**src/rtl/input_conditioner.sv**
```systemverilog
// Reset synchroniser plus per-channel input synchroniser, debouncer,
// press/release edge pulses and long-press detection for active-low inputs.
module input_conditioner #(
  parameter int N_CH            = 4,
  parameter int SYNC_STAGES     = 2,
  parameter int RST_STAGES      = 2,
  parameter int DEBOUNCE_CYCLES = 16,
  parameter int LONG_CYCLES     = 2048
) (
  input  logic            Clock,
  input  logic            nReset,
  input  logic            Test,
  input  logic [N_CH-1:0] nIn,
  output logic            nReset_sync,
  output logic [N_CH-1:0] Level,
  output logic [N_CH-1:0] Press,
  output logic [N_CH-1:0] Release,
  output logic [N_CH-1:0] Long
);

  localparam int DB_W   = $clog2(DEBOUNCE_CYCLES + 1);
  localparam int HOLD_W = $clog2(LONG_CYCLES + 1);
  localparam logic [DB_W-1:0]   DB_LAST  = DB_W'(DEBOUNCE_CYCLES - 1);
  localparam logic [HOLD_W-1:0] HOLD_MAX = HOLD_W'(LONG_CYCLES);

  logic [RST_STAGES-1:0] rstChain_r;

  // Reset synchroniser: ones ripple in after nReset releases.
  always_ff @(posedge Clock or negedge nReset) begin
    if (!nReset) begin
      rstChain_r <= {RST_STAGES{1'b0}};
    end else begin
      rstChain_r <= {rstChain_r[RST_STAGES-2:0], 1'b1};
    end
  end

  // Test mode hands the raw reset straight to the downstream core.
  always_comb begin
    if (Test) begin
      nReset_sync = nReset;
    end else begin
      nReset_sync = rstChain_r[RST_STAGES-1];
    end
  end

  for (genvar ch = 0; ch < N_CH; ch++) begin : gChan
    logic [SYNC_STAGES-1:0] sync_r;
    logic [DB_W-1:0]        dbCnt_r;
    logic [DB_W-1:0]        dbCntNext_s;
    logic [HOLD_W-1:0]      holdCnt_r;
    logic [HOLD_W-1:0]      holdCntNext_s;
    logic                   level_r;
    logic                   levelNext_s;
    logic                   press_r;
    logic                   release_r;
    logic                   long_r;
    logic                   sample_s;

    assign sample_s = ~sync_r[SYNC_STAGES-1];

    // Debounce next state: toggle only after a full run of differing samples.
    always_comb begin
      levelNext_s = level_r;
      dbCntNext_s = dbCnt_r;
      if (Test) begin
        levelNext_s = sample_s;
        dbCntNext_s = {DB_W{1'b0}};
      end else if (sample_s == level_r) begin
        dbCntNext_s = {DB_W{1'b0}};
      end else if (dbCnt_r == DB_LAST) begin
        levelNext_s = ~level_r;
        dbCntNext_s = {DB_W{1'b0}};
      end else begin
        dbCntNext_s = dbCnt_r + DB_W'(1);
      end
    end

    // Hold counter next state: counts pressed cycles, saturating.
    always_comb begin
      holdCntNext_s = holdCnt_r;
      if (!level_r) begin
        holdCntNext_s = {HOLD_W{1'b0}};
      end else if (holdCnt_r == HOLD_MAX) begin
        holdCntNext_s = holdCnt_r;
      end else begin
        holdCntNext_s = holdCnt_r + HOLD_W'(1);
      end
    end

    // Channel state; pulses derive from next-state so they align with Level.
    always_ff @(posedge Clock or negedge nReset) begin
      if (!nReset) begin
        sync_r    <= {SYNC_STAGES{1'b1}};
        dbCnt_r   <= {DB_W{1'b0}};
        holdCnt_r <= {HOLD_W{1'b0}};
        level_r   <= 1'b0;
        press_r   <= 1'b0;
        release_r <= 1'b0;
        long_r    <= 1'b0;
      end else begin
        sync_r    <= {sync_r[SYNC_STAGES-2:0], nIn[ch]};
        dbCnt_r   <= dbCntNext_s;
        holdCnt_r <= holdCntNext_s;
        level_r   <= levelNext_s;
        press_r   <= levelNext_s & ~level_r;
        release_r <= ~levelNext_s & level_r;
        long_r    <= (holdCntNext_s == HOLD_MAX) && (holdCnt_r != HOLD_MAX);
      end
    end

    assign Level[ch]   = level_r;
    assign Press[ch]   = press_r;
    assign Release[ch] = release_r;
    assign Long[ch]    = long_r;
  end

endmodule

```
**config.mk**
```make
export PLATFORM = sky130hd
export DESIGN_NAME = input_conditioner
export DESIGN_NICKNAME = d
export VERILOG_FILES = /design/src/rtl/input_conditioner.sv
export SDC_FILE = /design/constraint.sdc
export NUM_CORES = 1
export LEC_CHECK = 0
export CORE_MARGIN = 3
export CORE_UTILIZATION = 65
export CTS_CLUSTER_SIZE = 20
export DETAILED_ROUTE_END_ITERATION = 8
export PLACE_DENSITY = 0.95
export SKIP_LAST_GASP = 1
export SYNTH_ARGS = -nofsm -noshare
export SYNTH_HDL_FRONTEND = slang
export SYNTH_SLANG_ARGS = --single-unit
```
**constraint.sdc**
```tcl
create_clock -name Clock -period 4.69 [get_ports Clock]
set_input_delay 0.938 -clock Clock [delete_from_list [all_inputs] [get_ports Clock]]
set_output_delay 0.938 -clock Clock [all_outputs]
set_load 0.02 [all_outputs]
```
### Word level (Yosys, flattened, before mapping)

Index checks and enable logic that the tools add are counted.

| cells by class | value |
|---|---|
| bitwise logic cells | 20 |
| equal/unequal tests | 20 |
| $add $sub $neg | 8 |
| reductions and logical operators | 4 |
| mux-type cells | 33 |

Operator list:

| cell | number |
|---|---|
| $eq A12 B12 Y1 const B | 8 |
| $mux W12 | 8 |
| $mux W5 | 12 |
| $add A12 B1 Y12 const B | 4 |
| $ne A12 B12 Y1 const B | 4 |
| $add A5 B1 Y5 const B | 4 |
| $eq A5 B4 Y1 const B | 4 |
| $mux W1 | 13 |
| $not A1 Y1 | 12 |
| $and A1 B1 Y1 | 8 |
| $eq A1 B1 Y1 | 4 |
| $logic_and A1 B1 Y1 | 4 |

| word-level totals | value |
|---|---|
| input bits | 7 |
| logic and storage cells | 114 |
| register bits after elaboration | 94 |
| output and inout port bits | 17 |

### Logic depth before layout (Yosys ltp)

| depth | value |
|---|---|
| depth in word-level cells | 6 |
| mapped depth | 8 |
| depth with buffers taken out | 7 |

### Least setup slack after synthesis

Ideal clock, no wire load.

| timing | value |
|---|---|
| path kind | input-to-output |
| start | in Test |
| end | out nReset_sync |
| slack | 2,136 ps |
| data arrival time | 1,616 ps |
| data required time | 3,752 ps |
| stages | 2 |
| path buffers | 1 |
| cells stage by stage | clkbuf_1 > mux2_2 |

| on the way | value |
|---|---|
| longest elaborated chain between the ends | 1 |

RTL lines:

| what | RTL line | source |
|---|---|---|
| start, declared | 12 | `input logic Test,` |
| $mux W1 | 39 | `if (Test) begin` |
| end, declared | 14 | `output logic nReset_sync,` |

Every way passes these cells.

### Final worst setup path

Ends and elaborated chain as after synthesis.

==> flow_metrics.py <==
metrics = {
    "layout": {
        "antenna_cells": 0,
        "num-nets-final": 502,
        "final_util_pct": 74.3,
        "drive_above_1_share_pct": 6.35,
        "fillers": 478,
        "area_delta_synth_final_pct": 7.44,
        "fin_cells": 584,
    },
    "sta": {
        "setup_viol": 0,
        "relSlewSlack_pct": 50.1,
        "worst_slew_pin_slew_ns": 0.748,
        "fin_crit_ns": 3.44,
        "clock_skew_ns": 0.00766,
        "setup_ws_ns": 1.25,
        "slew_violations": 0,
        "fmax_mhz": 290,
        "finalCritPeriodShare_pct": 73.4,
        "fin_setup_tns_ns": 0,
        "rsz0062_at_grt": "no",
        "hold_violations": 0,
    },
    "synthesis": {
        "syn_area_um2": 4830,
        "synth_nets": 508,
        "synthArstFlopShare_pct": 100,
        "ys.flop_type": "dfrtp_1",
        "synth_edf_count": 0,
        "netlist_instances": 489,
        "ys_ff_latch": 94,
        "ys_seq_area_share_pct": 48.9,
        "synth_warnings": 0,
        "synth_cell_types": 53,
        "postSynthAreaPerCell_um2": 9.88,
    },
    "route": {
        "drc_errors": 0,
        "drtPass1Iterations": 4,
        "num_vias": 3347,
        "vias_per_cell": 5.73,
        "wirelength_um": 8590,
        "post_drt_wl_per_cell_um": 14.7,
        "ant_nets": 0,
        "drt_iter0_drc": 162,
    },
    "global_routing": {
        "grt_pass1_wl_um": 15000,
        "grt_max_degree": 64,
        "grt_overflow": 0,
        "grt_pass1_vias": 3466,
        "grt_usage_pct": 21.9,
        "antenna_found_initial": 0,
    },
    "worst_setup_path": {
        "cp_slowest_stage_delay_ns": 0.55,
        "r2r-start": "gChan[1].holdCnt_r[0]",
        "path_cells": "clkdlybuf4s50_1, buf_4, mux2_2, clkdlybuf4s50_1",
        "required_ns": 3.75,
        "critPathMaxFanout": 12,
        "cp.depth": 4,
        "critical-path-slowest-cell": "clkdlybuf4s50_1",
        "critPathBufInv": 3,
        "rrSetupSlack_ns": 2.54,
        "worstReg2RegEnd": "gChan[1].long_r",
        "crit_type": "input pin to primary output",
        "reg2reg_depth": 7,
        "timing.critical_path.mode_cell": "clkdlybuf4s50_1",
        "startpoint_type": "input pin",
        "cp-end-kind": "primary output",
        "arrival_ns": 2.50,
        "cpLargestDelayFamily": "buffers and inverters",
    },
    "power_and_ir_drop": {
        "p_leak_nw": 2.28,
        "vdd_drop_max_uv": 157,
        "p_total_w": 0.00168,
        "power.density_nw_per_um2": 324,
    },
    "clocking": {
        "clock_latency_ns": 0.35,
        "cts_tree": "yes",
        "ctsRootBufferMaster": "clkbuf_8",
        "clk_pin_slew_worst_paths_ns": 0.08,
        "clock_path_buffers": 2,
        "cts_htree_levels": 3,
        "clock_sinks": 94,
        "cts_setup_buffers": 0,
        "hold_buffers": 0,
        "numCtsBuffers": 9,
        "cts_resized": 0,
    },
    "floorplanning": {
        "die_h_um": 92.2,
        "coreArea_um2": 6980,
        "start_util_pct": 69.2,
        "die_w_um": 92.2,
        "rows": 30,
        "die_area_um2": 8500,
        "io_pins": 24,
    },
    "run_status": {
        "status": "finished clean",
    },
    "place": {
        "hpwlAfterDp_um": 5720,
        "placed_cells": 568,
        "portBuffers": 23,
        "place_ws_ns": 1.28,
        "gp_congestion": 0.861,
    },
    "hold_path": {
        "min_path_type": "flop to flop",
        "holdPathStages": 0,
        "min_from": "rstChain_r[0]",
        "holdPathEnd": "rstChain_r[1]",
    },
    "flow_run": {
        "drv.max_cap_violation_count": 0,
    },
}
[worst max path at each step]
stage | from | endpoint | slack, ns
2_1_floorplan | Test | nReset_sync | 2.14
3_3_place_gp | Test | nReset_sync | 1.28
5_1_grt | Test | nReset_sync | 1.22
3_5_place_dp | Test | nReset_sync | 1.28
6_report | Test | nReset_sync | 1.25
4_1_cts | Test | nReset_sync | 1.25
[state kept, by name, indices dropped and copies added (netlist names)]
name             count
gChan.press_r        4
gChan.sync_r         8
gChan.holdCnt_r     48
gChan.long_r         4
rstChain_r           2
gChan.level_r        4
gChan.release_r      4
gChan.dbCnt_r       20
[synthesized netlist by cell type, drive strengths merged (6+ instances only)]
master	n	area, µm²
a21oi	10	50.1
and2	19	119
and3	12	80.1
buf	22	163
clkbuf	20	75.1
dfrtp	86	2150
dfstp	8	210
ha	12	150
inv	12	45.0
nand2	28	105
nand3	25	125
nand4	13	81.3
nor2	63	236
nor2b	6	37.5
nor3	17	85.1
nor3b	6	45.0
nor4	7	50.1
xnor2	36	315
xor2	29	254
[through the flow]
| step | hold slack (ns) | area (µm²) |
|---|---|---|
| after floorplan | 0.331 | 4830 |
| after global placement | 0.331 | 4950 |
| after detailed placement | 0.337 | 4950 |
| after CTS | 0.356 | 5190 |
| after global routing | 0.358 | 5190 |
| final | 0.354 | 5190 |
[final cells by class]
type	count	area (µm²)	share of cell area [%]
inverters	13	48.8	0.940
clock inverters	3	65.1	1.25
repair buffers	25	243	4.68
flip-flops and latches	94	2360	45.5
well taps	96	120	2.31
clock buffers	13	169	3.26
multi-input cells	340	2180	42.0
[kinds of logic after synthesis]
| group | after synthesis | share of synthesized area, % |
|---|---|---|
| multiplexers | 6 | 1.27 |
| AO/OA/AOI/OAI | 34 | 4.85 |
| AND/OR/NAND/NOR | 222 | 24.1 |
| buffers and inverters | 55 | 5.93 |
| XOR/XNOR | 65 | 11.8 |
| adder cells (fa/ha/maj) | 12 | 3.11 |
| other | 1 | 0.0776 |
| flip-flops | 94 | 48.9 |
[worst reg2reg max path, stage by stage (launching register included)]
cell,delay [ns]
dfrtp_1,0.51
inv_1,0.10
ha_1,0.20
nor3b_1,0.13
nand4_1,0.23
nand2_1,0.09
a2111oi_0,0.40
nor4bb_1,0.38
[layer usage]
layer | track usage (%) | vias up | routed length (µm)
met1 | 27.2 | 1638 | 3770
met4 | 10.4 | 0 | 150
met5 | 0 | - | 0
li1 | - | 1619 | -
met2 | 36.4 | 73 | 4360
met3 | 4.92 | 17 | 307
[report_power, final]
group,switching (W),internal (W)
sequential,0.0000492,0.000845
clock,0.000265,0.000344
combinational,0.000101,0.0000795
total,0.000415,0.00127
[layout by cell type, fill, tap and decap left out, drive strengths merged, types with 6 or more instances in the layout]
cell / instances
dfstp: 8
nor3: 17
inv: 12
a21oi: 10
xnor2: 36
nand4: 13
nor3b: 6
nand3: 25
clkbuf: 13
dfrtp: 86
nand2: 28
and2: 19
and3: 12
clkdlybuf4s50: 22
xor2: 29
ha: 12
nor4: 7
nor2: 63
nor2b: 6
No activity file was read; power rests on OpenSTA's default activity.
